`src/rtl/hamming_pkg.sv`:
```
`default_nettype none
// +----------------------------------------------------------------------------+
// | Module   : hamming_pkg                                                     |
// | Purpose  : Shared (16,11) SECDED layout for the encoder and decoder LUTs.  |
// |            Code bit n of {MSW,LSW} is Hamming position n. p0 sits at 0,    |
// |            p1/p2/p4/p8 sit at the power-of-two positions, and data bits    |
// |            b1..b11 fill the rest in ascending order.                       |
// | Contents : state_t FSM encoding, data/code widths, parity positions and   |
// |            parity coverage masks.                                          |
// | Revision : 1.0  initial release                                           |
// +----------------------------------------------------------------------------+
package hamming_pkg;

  typedef enum logic [2:0] {
    ST_IDLE   = 3'd0,
    ST_RD_LSW = 3'd1,
    ST_RD_MSW = 3'd2,
    ST_CAPT   = 3'd3,
    ST_WR_LSW = 3'd4,
    ST_WR_MSW = 3'd5,
    ST_DONE   = 3'd6
  } state_t;

  localparam int c_data_w = 11;
  localparam int c_code_w = 16;

  // Parity bit positions inside the 16-bit code word.
  localparam int c_pos_p1 = 1;
  localparam int c_pos_p2 = 2;
  localparam int c_pos_p4 = 4;
  localparam int c_pos_p8 = 8;

  // Parity pK covers every position whose index has bit K set.
  localparam logic [15:0] c_cover_p1 = 16'hAAAA;
  localparam logic [15:0] c_cover_p2 = 16'hCCCC;
  localparam logic [15:0] c_cover_p4 = 16'hF0F0;
  localparam logic [15:0] c_cover_p8 = 16'hFF00;

endpackage
`default_nettype wire

```
`src/rtl/hamming_parity_gen.sv`:
```
`default_nettype none
// +----------------------------------------------------------------------------+
// | Module   : hamming_parity_gen                                              |
// | Purpose  : Combinational (16,11) SECDED encoder.                           |
// | Ports    : i_data [10:0] message bits b11..b1 (bit 0 = b1)                 |
// |            o_code [15:0] {MSW, LSW} code word in positional layout         |
// | Revision : 1.0  initial release                                           |
// +----------------------------------------------------------------------------+
module hamming_parity_gen
  import hamming_pkg::*;
(
  input  logic [c_data_w-1:0] i_data,
  output logic [c_code_w-1:0] o_code
);

  logic [c_code_w-1:0] w_placed;
  logic [c_code_w-1:0] w_hamming;

  // Data bits go to the non-power-of-two positions. Parity slots stay 0.
  always_comb begin
    w_placed        = '0;
    w_placed[3]     = i_data[0];
    w_placed[7:5]   = i_data[3:1];
    w_placed[15:9]  = i_data[10:4];
  end

  // Parity slots are 0 in w_placed, so masking with the coverage set gives
  // exactly the data bits that each parity protects.
  always_comb begin
    w_hamming           = w_placed;
    w_hamming[c_pos_p1] = ^(w_placed & c_cover_p1);
    w_hamming[c_pos_p2] = ^(w_placed & c_cover_p2);
    w_hamming[c_pos_p4] = ^(w_placed & c_cover_p4);
    w_hamming[c_pos_p8] = ^(w_placed & c_cover_p8);
  end

  // Overall even parity. Bit 0 of w_hamming is still 0, so reducing the
  // whole vector equals reducing bits 15:1.
  assign o_code = {w_hamming[15:1], ^w_hamming};

endmodule
`default_nettype wire

```
`src/rtl/hamming_encoder_fsm.sv`:
```
`default_nettype none
// +----------------------------------------------------------------------------+
// | Module   : hamming_encoder_fsm                                             |
// | Purpose  : Memory-master sequencer. It reads NUM_WORDS 11-bit messages     |
// |            (two bytes each), SECDED-encodes them and writes the 16-bit     |
// |            codes back as two bytes, then holds done.                       |
// | Ports    : Clk          rising-edge clock                                  |
// |            Reset        asynchronous active-low reset                      |
// |            start        1-cycle pulse, honoured only in IDLE/DONE          |
// |            busy/done    run status (registered)                            |
// |            mem_addr     byte address for read or write                     |
// |            mem_rd_data  sync-read data, valid one cycle after mem_addr     |
// |            mem_wr_en    one-byte write strobe                              |
// |            mem_wr_data  write data                                         |
// | Revision : 1.0  initial release                                           |
// +----------------------------------------------------------------------------+
module hamming_encoder_fsm
  import hamming_pkg::*;
#(
  parameter int NUM_WORDS = 15,
  parameter int IN_BASE   = 0,
  parameter int OUT_BASE  = 30,
  parameter int AW        = 8
) (
  input  logic          Clk,
  input  logic          Reset,
  input  logic          start,
  output logic          busy,
  output logic          done,
  output logic [AW-1:0] mem_addr,
  input  logic [7:0]    mem_rd_data,
  output logic          mem_wr_en,
  output logic [7:0]    mem_wr_data
);

  localparam int            CW         = $clog2(NUM_WORDS + 1);
  localparam logic [AW-1:0] c_in_base  = AW'(IN_BASE);
  localparam logic [AW-1:0] c_out_base = AW'(OUT_BASE);
  localparam logic [CW-1:0] c_last     = CW'(NUM_WORDS - 1);

  state_t        r_state;
  logic [CW-1:0] r_cnt;
  logic [7:0]    r_lsw;
  logic [2:0]    r_msw;
  logic          r_busy;
  logic          r_done;
  logic [AW-1:0] r_addr;
  logic          r_wr_en;
  logic [7:0]    r_wr_data;

  logic [AW-1:0] w_off;
  logic [2:0]    w_msw_bits;
  logic [15:0]   w_code;

  // Byte offset 2*i. Address sums wrap modulo 2^AW.
  assign w_off = AW'({r_cnt, 1'b0});

  // The code LSW is registered on the CAPT->WR_LSW edge, while the MSW byte
  // is still on the read bus. So the parity input takes the MSW bits straight
  // from the bus in CAPT, and from the capture register afterwards.
  assign w_msw_bits = (r_state == ST_CAPT) ? mem_rd_data[2:0] : r_msw;

  hamming_parity_gen u_parity (
    .i_data ({w_msw_bits, r_lsw}),
    .o_code (w_code)
  );

  always_ff @(posedge Clk or negedge Reset) begin
    if (!Reset) begin
      r_state   <= ST_IDLE;
      r_cnt     <= '0;
      r_lsw     <= '0;
      r_msw     <= '0;
      r_busy    <= 1'b0;
      r_done    <= 1'b0;
      r_addr    <= '0;
      r_wr_en   <= 1'b0;
      r_wr_data <= '0;
    end else begin
      // Memory outputs are idle unless a state below drives them.
      r_addr    <= '0;
      r_wr_en   <= 1'b0;
      r_wr_data <= '0;
      case (r_state)
        ST_IDLE, ST_DONE: begin
          if (start) begin
            r_state <= ST_RD_LSW;
            r_cnt   <= '0;
            r_busy  <= 1'b1;
            r_done  <= 1'b0;
            r_addr  <= c_in_base;
          end
        end
        ST_RD_LSW: begin
          r_state <= ST_RD_MSW;
          r_addr  <= c_in_base + w_off + AW'(1);
        end
        ST_RD_MSW: begin
          r_state <= ST_CAPT;
          r_lsw   <= mem_rd_data;
        end
        ST_CAPT: begin
          r_state   <= ST_WR_LSW;
          r_msw     <= mem_rd_data[2:0];
          r_wr_en   <= 1'b1;
          r_addr    <= c_out_base + w_off;
          r_wr_data <= w_code[7:0];
        end
        ST_WR_LSW: begin
          r_state   <= ST_WR_MSW;
          r_wr_en   <= 1'b1;
          r_addr    <= c_out_base + w_off + AW'(1);
          r_wr_data <= w_code[15:8];
        end
        ST_WR_MSW: begin
          if (r_cnt == c_last) begin
            r_state <= ST_DONE;
            r_busy  <= 1'b0;
            r_done  <= 1'b1;
          end else begin
            r_state <= ST_RD_LSW;
            r_cnt   <= r_cnt + CW'(1);
            r_addr  <= c_in_base + w_off + AW'(2);
          end
        end
        default: begin
          r_state <= ST_IDLE;
          r_busy  <= 1'b0;
          r_done  <= 1'b0;
        end
      endcase
    end
  end

  assign busy        = r_busy;
  assign done        = r_done;
  assign mem_addr    = r_addr;
  assign mem_wr_en   = r_wr_en;
  assign mem_wr_data = r_wr_data;

endmodule
`default_nettype wire

```
`config.mk`:
```
export PLATFORM = sky130hd
export DESIGN_NAME = hamming_encoder_fsm
export DESIGN_NICKNAME = d
export VERILOG_FILES = /design/src/rtl/hamming_pkg.sv /design/src/rtl/hamming_parity_gen.sv /design/src/rtl/hamming_encoder_fsm.sv
export SDC_FILE = /design/constraint.sdc
export NUM_CORES = 1
export LEC_CHECK = 0
export BUFFER_PORTS_ARGS = -buffer_cell sky130_fd_sc_hd__buf_2
export CAP_MARGIN = 15
export CORE_AREA = 4 4 59 88
export CTS_CLUSTER_DIAMETER = 50
export DETAILED_ROUTE_END_ITERATION = 12
export DIE_AREA = 0 0 63 92
export GPL_ROUTABILITY_DRIVEN = 0
export GPL_TIMING_DRIVEN = 0
export PLACE_DENSITY = 0.7
export REMOVE_ABC_BUFFERS = 1
export SLEW_MARGIN = 20
export SYNTH_ARGS = -nofsm -noshare
export SYNTH_HDL_FRONTEND = slang
export SYNTH_SLANG_ARGS = --single-unit
```
`constraint.sdc`:
```
create_clock -name Clk -period 1.7 [get_ports Clk]
set_input_delay 0.17 -clock Clk [delete_from_list [all_inputs] [get_ports Clk]]
set_output_delay 0.17 -clock Clk [all_outputs]
set_load 0.005 [all_outputs]
```
==> metrics <==
setup violators final 0; starting density of the core around 43%; synthesized area 1900 sq um; min-delay src mem_rd_data[4]; initial DRC count 47; Pre-antenna DRT Iters 4; initial antenna violation count 0; critical path endpoint category flop; clk buf depth 2; Synth Register Bits 35; Mapped Cells 173; largest delay contributor family on the critical path flip-flops; WL/cell 14.4 um; final WL approximately 3.6 mm; CP Cell Sequence nand3b_1 -> mux2_2 -> xnor2_1 -> o22ai_1; RSZ-0062 raised after global routing no; Post-synth ARST share 100%; DIE WIDTH about 63 um; number of library cell types mapped by synthesis 44; Yosys top cell by area dfrtp_1; CTS Sinks 35; Final Hold Violating Endpoints 0; post-layout util 49.7%; Slew headroom approximately 48%; count leader, synth dfrtp_1; CP max FO 18; number of global-route vias before repair ~1,300; outcome completed; grt ovf 0; CTS tree built; layout cells sized above 1 33.8%; Startpoint Class flop; maxcap violations 0; Top FF cell, synth dfrtp_1; mean post-synth cell area approximately 11 sq um; CP Data Required Time 1.86 ns; Max Freq about 610 MHz; via count approximately 1,400; DRC 0; H-tree lvl count 2; critical path launch point r_state[0]$_DFFE_PN0P_; CP max stage cell dfrtp_4; GRT Util Overall a little over an eighth; CP Buf/Inv Count 0; PortBufs 27; worst min path class in -> reg; crit path DAT ~1.8 ns; first-pass GRT wire length 6.18 mm; Tcrit/Tclk final roughly 96%; core area 4470 sq um; register area share after synthesis around 46%; die height roughly 92 um; minimum clock period 1.63 ns; Leak 1.06 nW; Power Density ~2100 nW/um^2; number of buffers created by CTS 5; Ys Warns 0; pin count of the biggest net entering global routing 36; Synth top area share 46.1%; via density per instance about 5.4; Root Buffer Master clkbuf_8; worst skew pair latency slightly below 0.3 ns; Boundary Pins 30; crit path kind reg -> reg; area grow syn2layout 16.7%; Detail Route Antenna Nets 0; number of synthesized flops with an enable pin 0; Max VDD drop ~1400 uV; hpwl dp around 2.5 mm; final non-filler cell total around 250; CTS clk-pin slew, worst paths around 0.07 ns; Largest stage delay, worst path around 0.58 ns; n_diodes 0; site row count 30; Die ar. about 5800 sq um; Tightest Pin Transition 0.775 ns; Inst Count DP ~240; synth cell count leaders 35 x dfrtp_1, 19 x nand2_1, 13 x xnor2_1; Clock Skew 0.0116 ns; final slew viol count 0; main area contributors after synthesis dfrtp_1 46%, xnor2_1 6.0%, mux2_2 5.9%; worst r2r src r_state[0]$_DFFE_PN0P_; Layout Nets 218
kinds of logic after synthesis:
group | after synthesis | share of synthesized area (%)
buf+inv | 18 | 4.28
other cells | 1 | 0.197
fa+ha+maj | 3 | 1.97
mux | 10 | 5.92
simple gates | 44 | 12.4
flops | 35 | 46.1
compound gates | 40 | 13.9
xor+xnor | 22 | 15.3
through the flow:
stage | instance area, sq um | hold slack (ns) | setup WS [ns] | power [mW] | setup TNS, ns
6_report | 2220 | 0.118 | 0.0728 | 4.69 | 0
3_5_place_dp | 2040 | 0.295 | -0.176 | 3.96 | -1.83
5_1_grt | 2220 | 0.123 | 0.00825 | 5.04 | 0
4_1_cts | 2150 | 0.114 | 0.0171 | 4.60 | 0
3_3_place_gp | 2040 | 0.284 | -0.171 | 3.91 | -1.51
2_1_floorplan | 1840 | -0.126 | 0.0583 | 3.49 | 0
cells in the final DEF (no fill, tap or decap), drive strengths merged, types with 2 or more instances in the layout:
cell type / netlist / routed
xnor2: 15 / 15
nand2: 19 / 19
o21ai: 10 / 10
a221oi: 2 / 2
and3: 2 / 2
a2bb2oi: 2 / 2
a21oi: 8 / 8
nor3b: 2 / 2
xnor3: 5 / 5
nand3b: 2 / 2
inv: 5 / 5
buf: 7 / 35
nor2b: 2 / 2
nand3: 4 / 4
ha: 3 / 3
clkbuf: 6 / 6
a22o: 6 / 6
conb: 1 / 2
mux2: 10 / 10
nand2b: 2 / 2
xor2: 2 / 2
nor3: 2 / 2
a31oi: 5 / 5
o221ai: 2 / 2
nor2: 4 / 4
o22ai: 3 / 3
dfrtp: 35 / 35
per-layer routing:
layer	share of wire (%)	track usage, %
met1	42	15.0
met2	53	23.5
met3	3.8	3.55
met4	1.7	6.81
met5	0	0
flip-flops by register name, summed over array words and instances, names as in the netlist:
register,count
r_cnt,4
mem_wr_en,1
r_msw,3
r_state,3
mem_addr,6
r_lsw,8
busy,1
done,1
mem_wr_data,8
layout make-up:
| cell class | count | area, sq um |
|---|---|---|
| clock buffers | 6 | 82.6 |
| clock inverters | 1 | 5.00 |
| fillers | 413 | 2250 |
| inverters | 5 | 18.8 |
| multi-input cells | 121 | 965 |
| flip-flops and latches | 35 | 883 |
| well taps | 48 | 60.1 |
| repair buffers | 36 | 205 |
worst paths after layout:
kind / cells past startpoint / slack (ns) / end
min reg2reg: 2 / 0.52 / r_msw[2]$_DFF_PN0_
min: 2 / 0.12 / r_lsw[4]$_DFFE_PN0P_
min in group asynchronous: 2 / 0.50 / r_cnt[1]$_DFFE_PN0P_
max reg2reg: 4 / 0.07 / mem_wr_data[0]$_DFF_PN0_
max in group asynchronous: 2 / 0.63 / r_state[0]$_DFFE_PN0P_
max: 4 / 0.07 / mem_wr_data[0]$_DFF_PN0_
timing repair:
item / 4_1_cts / 5_1_grt
hold buffers: 1 / 0
pin swaps: 0 / 1
setup buffers: 0 / 8
hold endpoints to repair: 35 / 0
setup endpoints to repair: 15 / 8
resized for setup: 7 / 4
power breakdown:
group,total (mW),switching (mW),internal (mW)
Clock,0.598,0.281,0.318
Sequential,1.52,0.373,1.15
Combinational,2.57,1.07,1.50
No activity file was read; power rests on OpenSTA's default activity.
